===== config.mk =====
export PLATFORM = sky130hd
export DESIGN_NAME = pq_dispatcher_flat
export DESIGN_NICKNAME = d
export VERILOG_FILES = /design/src/rtl/pq_dispatcher_if.sv /design/src/rtl/pq_dispatcher.sv /design/src/flat_wrapper.sv
export SDC_FILE = /design/constraint.sdc
export NUM_CORES = 1
export LEC_CHECK = 0
export BUFFER_PORTS_ARGS = -buffer_cell sky130_fd_sc_hd__clkbuf_2
export CELL_PAD_IN_SITES_DETAIL_PLACEMENT = 1
export CELL_PAD_IN_SITES_GLOBAL_PLACEMENT = 1
export CORE_ASPECT_RATIO = 1.2
export CORE_MARGIN = 2
export CORE_UTILIZATION = 30
export CTS_CLUSTER_DIAMETER = 120
export DETAILED_ROUTE_END_ITERATION = 8
export PLACE_DENSITY = 0.61
export SLEW_MARGIN = 20
export SYNTH_ARGS = -nofsm -noshare
export SYNTH_HDL_FRONTEND = slang
export SYNTH_SLANG_ARGS = --single-unit

===== constraint.sdc =====
create_clock -name clk_i -period 4.2 [get_ports clk_i]
set_input_delay 0.42 -clock clk_i [delete_from_list [all_inputs] [get_ports clk_i]]
set_output_delay 0.42 -clock clk_i [all_outputs]
set_load 0.005 [all_outputs]

===== src/rtl/pq_dispatcher_if.sv =====
// Pop-side bundle between the priority-queue dispatcher and its surroundings:
// enable/tick control, queue head view, pop request and the dispatched-cell stream.
interface pq_dispatcher_if #(
  parameter int TIME_WIDTH     = 24,
  parameter int PAYLOAD_WIDTH  = 8,
  parameter int LATE_CNT_WIDTH = 16
);
  logic                      enable_i;
  logic                      tick_i;
  logic [TIME_WIDTH-1:0]     time_o;
  logic                      head_valid_i;
  logic [TIME_WIDTH-1:0]     head_data_i;
  logic [TIME_WIDTH-1:0]     head_id_i;
  logic [PAYLOAD_WIDTH-1:0]  head_payload_i;
  logic                      pop_o;
  logic                      out_valid_o;
  logic                      out_ready_i;
  logic [TIME_WIDTH-1:0]     out_data_o;
  logic [TIME_WIDTH-1:0]     out_id_o;
  logic [PAYLOAD_WIDTH-1:0]  out_payload_o;
  logic [TIME_WIDTH-1:0]     out_lateness_o;
  logic [LATE_CNT_WIDTH-1:0] late_cnt_o;

  modport slave (
    input  enable_i, tick_i, head_valid_i, head_data_i, head_id_i, head_payload_i, out_ready_i,
    output time_o, pop_o, out_valid_o, out_data_o, out_id_o, out_payload_o, out_lateness_o, late_cnt_o
  );

  modport master (
    output enable_i, tick_i, head_valid_i, head_data_i, head_id_i, head_payload_i, out_ready_i,
    input  time_o, pop_o, out_valid_o, out_data_o, out_id_o, out_payload_o, out_lateness_o, late_cnt_o
  );
endinterface


===== src/rtl/pq_dispatcher.sv =====
// Pop-side dispatcher: keeps system time, pops the queue head once its deadline
// is reached and presents it with its lateness on a valid/ready stream.
module pq_dispatcher #(
  parameter int TIME_WIDTH     = 24,
  parameter int PAYLOAD_WIDTH  = 8,
  parameter int LATE_THRESH    = 20,
  parameter int LATE_CNT_WIDTH = 16
) (
  input  logic           clk_i,
  input  logic           rst_i,
  pq_dispatcher_if.slave dsp
);

  typedef enum logic [0:0] {
    ST_IDLE = 1'b0,
    ST_OUT  = 1'b1
  } state_t;

  state_t                    r_state;
  state_t                    w_state_nxt;
  logic [TIME_WIDTH-1:0]     r_time;
  logic [TIME_WIDTH-1:0]     w_diff;
  logic                      w_due;
  logic                      w_pop;
  logic                      w_late;
  logic                      r_out_valid;
  logic [TIME_WIDTH-1:0]     r_out_data;
  logic [TIME_WIDTH-1:0]     r_out_id;
  logic [PAYLOAD_WIDTH-1:0]  r_out_payload;
  logic [TIME_WIDTH-1:0]     r_out_lateness;
  logic [LATE_CNT_WIDTH-1:0] r_late_cnt;

  // Serial-number compare: the head is due when time minus deadline is non-negative mod 2^W.
  always_comb begin
    w_diff = r_time - dsp.head_data_i;
    w_due  = dsp.head_valid_i & ~w_diff[TIME_WIDTH-1];
    w_late = (w_diff > TIME_WIDTH'(LATE_THRESH));
  end

  // Next state and the Mealy pop request.
  always_comb begin
    w_state_nxt = r_state;
    w_pop       = 1'b0;
    case (r_state)
      ST_IDLE: begin
        if (dsp.enable_i && w_due && !rst_i) begin
          w_pop       = 1'b1;
          w_state_nxt = ST_OUT;
        end else begin
          w_state_nxt = ST_IDLE;
        end
      end
      ST_OUT: begin
        if (r_out_valid && dsp.out_ready_i) begin
          w_state_nxt = ST_IDLE;
        end else begin
          w_state_nxt = ST_OUT;
        end
      end
      default: begin
        w_state_nxt = ST_IDLE;
      end
    endcase
  end

  // State register.
  always_ff @(posedge clk_i) begin
    if (rst_i) begin
      r_state <= ST_IDLE;
    end else begin
      r_state <= w_state_nxt;
    end
  end

  // System time counter, wrapping modulo 2^TIME_WIDTH.
  always_ff @(posedge clk_i) begin
    if (rst_i) begin
      r_time <= {TIME_WIDTH{1'b0}};
    end else if (dsp.tick_i) begin
      r_time <= r_time + TIME_WIDTH'(1);
    end else begin
      r_time <= r_time;
    end
  end

  // Output cell capture on pop, release on handshake, saturating late counter.
  always_ff @(posedge clk_i) begin
    if (rst_i) begin
      r_out_valid    <= 1'b0;
      r_out_data     <= {TIME_WIDTH{1'b0}};
      r_out_id       <= {TIME_WIDTH{1'b0}};
      r_out_payload  <= {PAYLOAD_WIDTH{1'b0}};
      r_out_lateness <= {TIME_WIDTH{1'b0}};
      r_late_cnt     <= {LATE_CNT_WIDTH{1'b0}};
    end else if (w_pop) begin
      r_out_valid    <= 1'b1;
      r_out_data     <= dsp.head_data_i;
      r_out_id       <= dsp.head_id_i;
      r_out_payload  <= dsp.head_payload_i;
      r_out_lateness <= w_diff;
      if (w_late && (r_late_cnt != {LATE_CNT_WIDTH{1'b1}})) begin
        r_late_cnt <= r_late_cnt + LATE_CNT_WIDTH'(1);
      end else begin
        r_late_cnt <= r_late_cnt;
      end
    end else if (r_out_valid && dsp.out_ready_i) begin
      r_out_valid <= 1'b0;
    end else begin
      r_out_valid <= r_out_valid;
    end
  end

  assign dsp.time_o         = r_time;
  assign dsp.pop_o          = w_pop;
  assign dsp.out_valid_o    = r_out_valid;
  assign dsp.out_data_o     = r_out_data;
  assign dsp.out_id_o       = r_out_id;
  assign dsp.out_payload_o  = r_out_payload;
  assign dsp.out_lateness_o = r_out_lateness;
  assign dsp.late_cnt_o     = r_late_cnt;

endmodule


===== src/flat_wrapper.sv =====
// flat-port wrapper written by rule: the top's interface ports become plain ports
module pq_dispatcher_flat 
#(
  parameter int TIME_WIDTH     = 24,
  parameter int PAYLOAD_WIDTH  = 8,
  parameter int LATE_THRESH    = 20,
  parameter int LATE_CNT_WIDTH = 16
)
  (clk_i, rst_i, dsp_enable_i, dsp_tick_i, dsp_head_valid_i, dsp_head_data_i, dsp_head_id_i, dsp_head_payload_i, dsp_out_ready_i, dsp_time_o, dsp_pop_o, dsp_out_valid_o, dsp_out_data_o, dsp_out_id_o, dsp_out_payload_o, dsp_out_lateness_o, dsp_late_cnt_o);
  pq_dispatcher_if #(.TIME_WIDTH(TIME_WIDTH), .PAYLOAD_WIDTH(PAYLOAD_WIDTH), .LATE_CNT_WIDTH(LATE_CNT_WIDTH)) dsp_i ();
  input  logic clk_i;
  input  logic rst_i;
  input wire logic [$bits(dsp_i.enable_i)-1:0] dsp_enable_i;
  input wire logic [$bits(dsp_i.tick_i)-1:0] dsp_tick_i;
  input wire logic [$bits(dsp_i.head_valid_i)-1:0] dsp_head_valid_i;
  input wire logic [$bits(dsp_i.head_data_i)-1:0] dsp_head_data_i;
  input wire logic [$bits(dsp_i.head_id_i)-1:0] dsp_head_id_i;
  input wire logic [$bits(dsp_i.head_payload_i)-1:0] dsp_head_payload_i;
  input wire logic [$bits(dsp_i.out_ready_i)-1:0] dsp_out_ready_i;
  output wire logic [$bits(dsp_i.time_o)-1:0] dsp_time_o;
  output wire logic [$bits(dsp_i.pop_o)-1:0] dsp_pop_o;
  output wire logic [$bits(dsp_i.out_valid_o)-1:0] dsp_out_valid_o;
  output wire logic [$bits(dsp_i.out_data_o)-1:0] dsp_out_data_o;
  output wire logic [$bits(dsp_i.out_id_o)-1:0] dsp_out_id_o;
  output wire logic [$bits(dsp_i.out_payload_o)-1:0] dsp_out_payload_o;
  output wire logic [$bits(dsp_i.out_lateness_o)-1:0] dsp_out_lateness_o;
  output wire logic [$bits(dsp_i.late_cnt_o)-1:0] dsp_late_cnt_o;
  assign dsp_i.enable_i = dsp_enable_i;
  assign dsp_i.tick_i = dsp_tick_i;
  assign dsp_i.head_valid_i = dsp_head_valid_i;
  assign dsp_i.head_data_i = dsp_head_data_i;
  assign dsp_i.head_id_i = dsp_head_id_i;
  assign dsp_i.head_payload_i = dsp_head_payload_i;
  assign dsp_i.out_ready_i = dsp_out_ready_i;
  assign dsp_time_o = dsp_i.time_o;
  assign dsp_pop_o = dsp_i.pop_o;
  assign dsp_out_valid_o = dsp_i.out_valid_o;
  assign dsp_out_data_o = dsp_i.out_data_o;
  assign dsp_out_id_o = dsp_i.out_id_o;
  assign dsp_out_payload_o = dsp_i.out_payload_o;
  assign dsp_out_lateness_o = dsp_i.out_lateness_o;
  assign dsp_late_cnt_o = dsp_i.late_cnt_o;
  pq_dispatcher #(.TIME_WIDTH(TIME_WIDTH), .PAYLOAD_WIDTH(PAYLOAD_WIDTH), .LATE_THRESH(LATE_THRESH), .LATE_CNT_WIDTH(LATE_CNT_WIDTH)) u_core (.clk_i(clk_i), .rst_i(rst_i), .dsp(dsp_i));
endmodule

==> results.cfg <==
[synth]
synth_top_area_cell = dfxtp_1
synth_enable_flop_cells = 0
syn_area_per_cell_sq_um = 8.60
syn-num-nets = 840
async_flop_share_pct = 0
synth_cell_types = 67
ys.flop_type = dfxtp_1
synth-seq-cells = 122
syn_area_sq_um = 6470
synth_top_area_share_pct = 37.8
synth_area_leaders = dfxtp_1, mux2i_1, nor2_1
netlist_instances = 752
ys_seq_area_share_pct = 37.8
yosys_warnings = 0

[min_path]
hold_path.class = in -> reg

[clock_tree]
h-tree-depth = 4
cts.path.max_buffers = 2
cts_tree = yes
cts-root-buf = clkbuf_16
clk_pin_slew_worst_paths_ns = 0.06
worstSkewPairLatency_ns = 0.42
post-cts-setup-buffers = 0
clock_sinks = 122
cts_buffers = 17
cts.hold.buffers_added = 0
cts_resized = 0

[grt]
grt_max_degree = 66
grt_usage_pct = 17.1
grt_overflow = 0
antenna_found_initial = 0
grt_first_pass_wirelength_mm = 31.5
grt_pass1_vias = 5933

[pwr]
switching_power_uw = 794
p_total_mw = 3.12
sw_frac_of_total_pct = 25.4
pwr-share-seq_pct = 38.9
p_leak_nw = 3.59
powerDensity_nw_per_um2 = 378
combPwrFrac_pct = 9.6
peakVddDrop_mv = 0.264
clock_power_share_pct = 51.5
p_int_mw = 2.33

[timing]
clock.fmax_ghz = 0.259
setup_viol = 0
tns_ns = 0
tightestPinTransition_ns = 0.716
period_share_pct = 91.8
rsz0062_at_grt = false
fin_crit_ns = 3.85
finClkSkew_ns = 0.00656
fin_hold_ws_ns = 0.230
hold_violations = 0
slew_headroom_pct = 52.3
final_max_slew_viol_count = 0

[critical_path]
worstSetupStartpointType = register
cp.required_ns = 4.51
critPathKind = reg -> reg
end_kind = register
cp.arrival_ns = 4.16
critPathMaxFanout = 20

[flow_run]
maxCapViolCount = 0

[route]
drtPass1Iterations = 4
via_per_inst = 4.99
wire_per_inst_microns = 16.1
num_vias = 6012
wl_mm = 19.4
drc = 0
drtIter0Drc = 251
drt.antenna.violating_nets = 0

[final_layout]
diodes = 0
utilization_pct = 39.2
area_growth_pct = 27.6
drive_gt1_share_pct = 26.2
seq_area_sq_um = 2440
nNetsFinal = 1009
final_common_cell = clkbuf_2
fill_cells = 2541
multi_input_area_sq_um = 3700
final_cell_mix = clkbuf_2, nor2_1, dfxtp_1
stdcell_area_sq_um = 8250

[run_status]
outcome = completed

[floorplanning]
fp.dieW_microns = 138
core_sq_um = 21000
num_io_pins = 184
rows = 58
fp.dieH_microns = 165
fp.dieArea_sq_um = 22800
initial_core_util_pct = 30.7

[placed_design]
place_area_sq_um = 7610
detailed_place_hpwl_mm = 14.8
gp_congestion = 0.817
numPortBuffers = 183
==> state kept, by name, summed over array words and instances, names as in the netlist <==
signal	cells
u_core.dsp.out_data_o	24
u_core.dsp.out_valid_o	1
u_core.r_state	1
u_core.dsp.out_lateness_o	24
u_core.dsp.late_cnt_o	16
u_core.dsp.out_payload_o	8
u_core.dsp.out_id_o	24
u_core.dsp.time_o	24
==> routing by layer <==
| metal | track usage, % | vias to the layer above | routed length [microns] |
|---|---|---|---|
| met3 | 3.39 | 21 | 655 |
| met2 | 29.3 | 117 | 9460 |
| li1 | - | 2993 | - |
| met4 | 5.89 | 0 | 345 |
| met1 | 21.4 | 2881 | 8950 |
| met5 | 0 | - | 0 |
==> cells by family after synthesis <==
group / Yosys count / share of synthesized area, %
buffers and inverters: 78 / 5.01
AOI/OAI and AO/OA: 139 / 14.4
and+or+nand+nor: 272 / 20.0
DFF: 122 / 37.8
adders and majority gates: 26 / 5.15
muxes: 85 / 13.6
xor gates and xnor gates: 30 / 4.06
==> cell usage after synthesis (3+ instances only) <==
master / count
nor2_1: 129
dfxtp_1: 122
mux2i_1: 77
a21oi_1: 47
nand2_1: 46
inv_1: 37
clkbuf_1: 26
ha_1: 25
o21ai_0: 23
xor2_1: 20
nand4_1: 16
nand3_1: 11
nor2b_1: 11
and3_1: 10
buf_2: 10
nor3_1: 10
xnor2_1: 10
o211ai_1: 9
or3_1: 9
o31ai_1: 7
mux2_4: 5
o21a_1: 5
o21ai_1: 5
or4_1: 5
a211oi_1: 4
a21o_1: 4
and2_1: 4
nor4_1: 4
a21oi_2: 3
and4_1: 3
mux2_2: 3
nor3b_1: 3
o311ai_0: 3
o41ai_1: 3
==> power by group through the flow <==
| stage | clock network [mW] | logic, mW | registers, mW |
|---|---|---|---|
| global placement | 0 | 0.302 | 1.24 |
| detailed placement | 0 | 0.305 | 1.24 |
| CTS | 1.65 | 0.307 | 1.21 |
| floorplan | 0 | 0.183 | 1.24 |
| finish | 1.61 | 0.301 | 1.21 |
| global route | 1.70 | 0.336 | 1.22 |
==> critical path, cell delays in order (launching register included) <==
cell and delay (ns):
dfxtp_1 0.37, inv_1 0.08, ha_1 0.19, inv_1 0.07, fa_1 0.42, a211oi_2 0.40, o21ai_1 0.17, a21oi_1 0.36
o21ai_0 0.15, o311ai_0 0.18, o2111ai_1 0.31, nor4b_4 0.35, buf_4 0.27, nor3_1 0.10, mux2_4 0.31
==> path summary, 6_finish.rpt <==
kind                                                   start                                    endpoint  slack [ns]  cells past startpoint
setup / recovery           u_core.dsp.time_o[0]$_SDFFE_PP0P_       u_core.dsp.late_cnt_o[6]$_SDFFE_PP0P_        0.35                     14
hold / removal                         dsp_head_payload_i[0]    u_core.dsp.out_payload_o[0]$_SDFFE_PP0P_        0.23                      3
setup reg to reg           u_core.dsp.time_o[0]$_SDFFE_PP0P_       u_core.dsp.late_cnt_o[6]$_SDFFE_PP0P_        0.35                     14
hold reg to reg   u_core.dsp.out_lateness_o[23]$_SDFFE_PP0P_  u_core.dsp.out_lateness_o[23]$_SDFFE_PP0P_        0.48                      1
==> through the flow <==
stage | setup slack [ns] | std cells
floorplan | 0.858 | 752
global placement | 0.366 | 1172
detailed placement | 0.255 | 1172
CTS | 0.336 | 1204
global route | 0.00478 | 1204
finish | 0.346 | 1204
==> cell type report <==
cell class | count | area share (%)
multi-input cells | 552 | 44.9
flip-flops and latches | 122 | 29.6
repair buffers | 191 | 12.0
clock buffers | 17 | 5.15
well taps | 270 | 4.09
clock inverters | 15 | 2.61
inverters | 37 | 1.68
No activity file was read; power rests on OpenSTA's default activity.
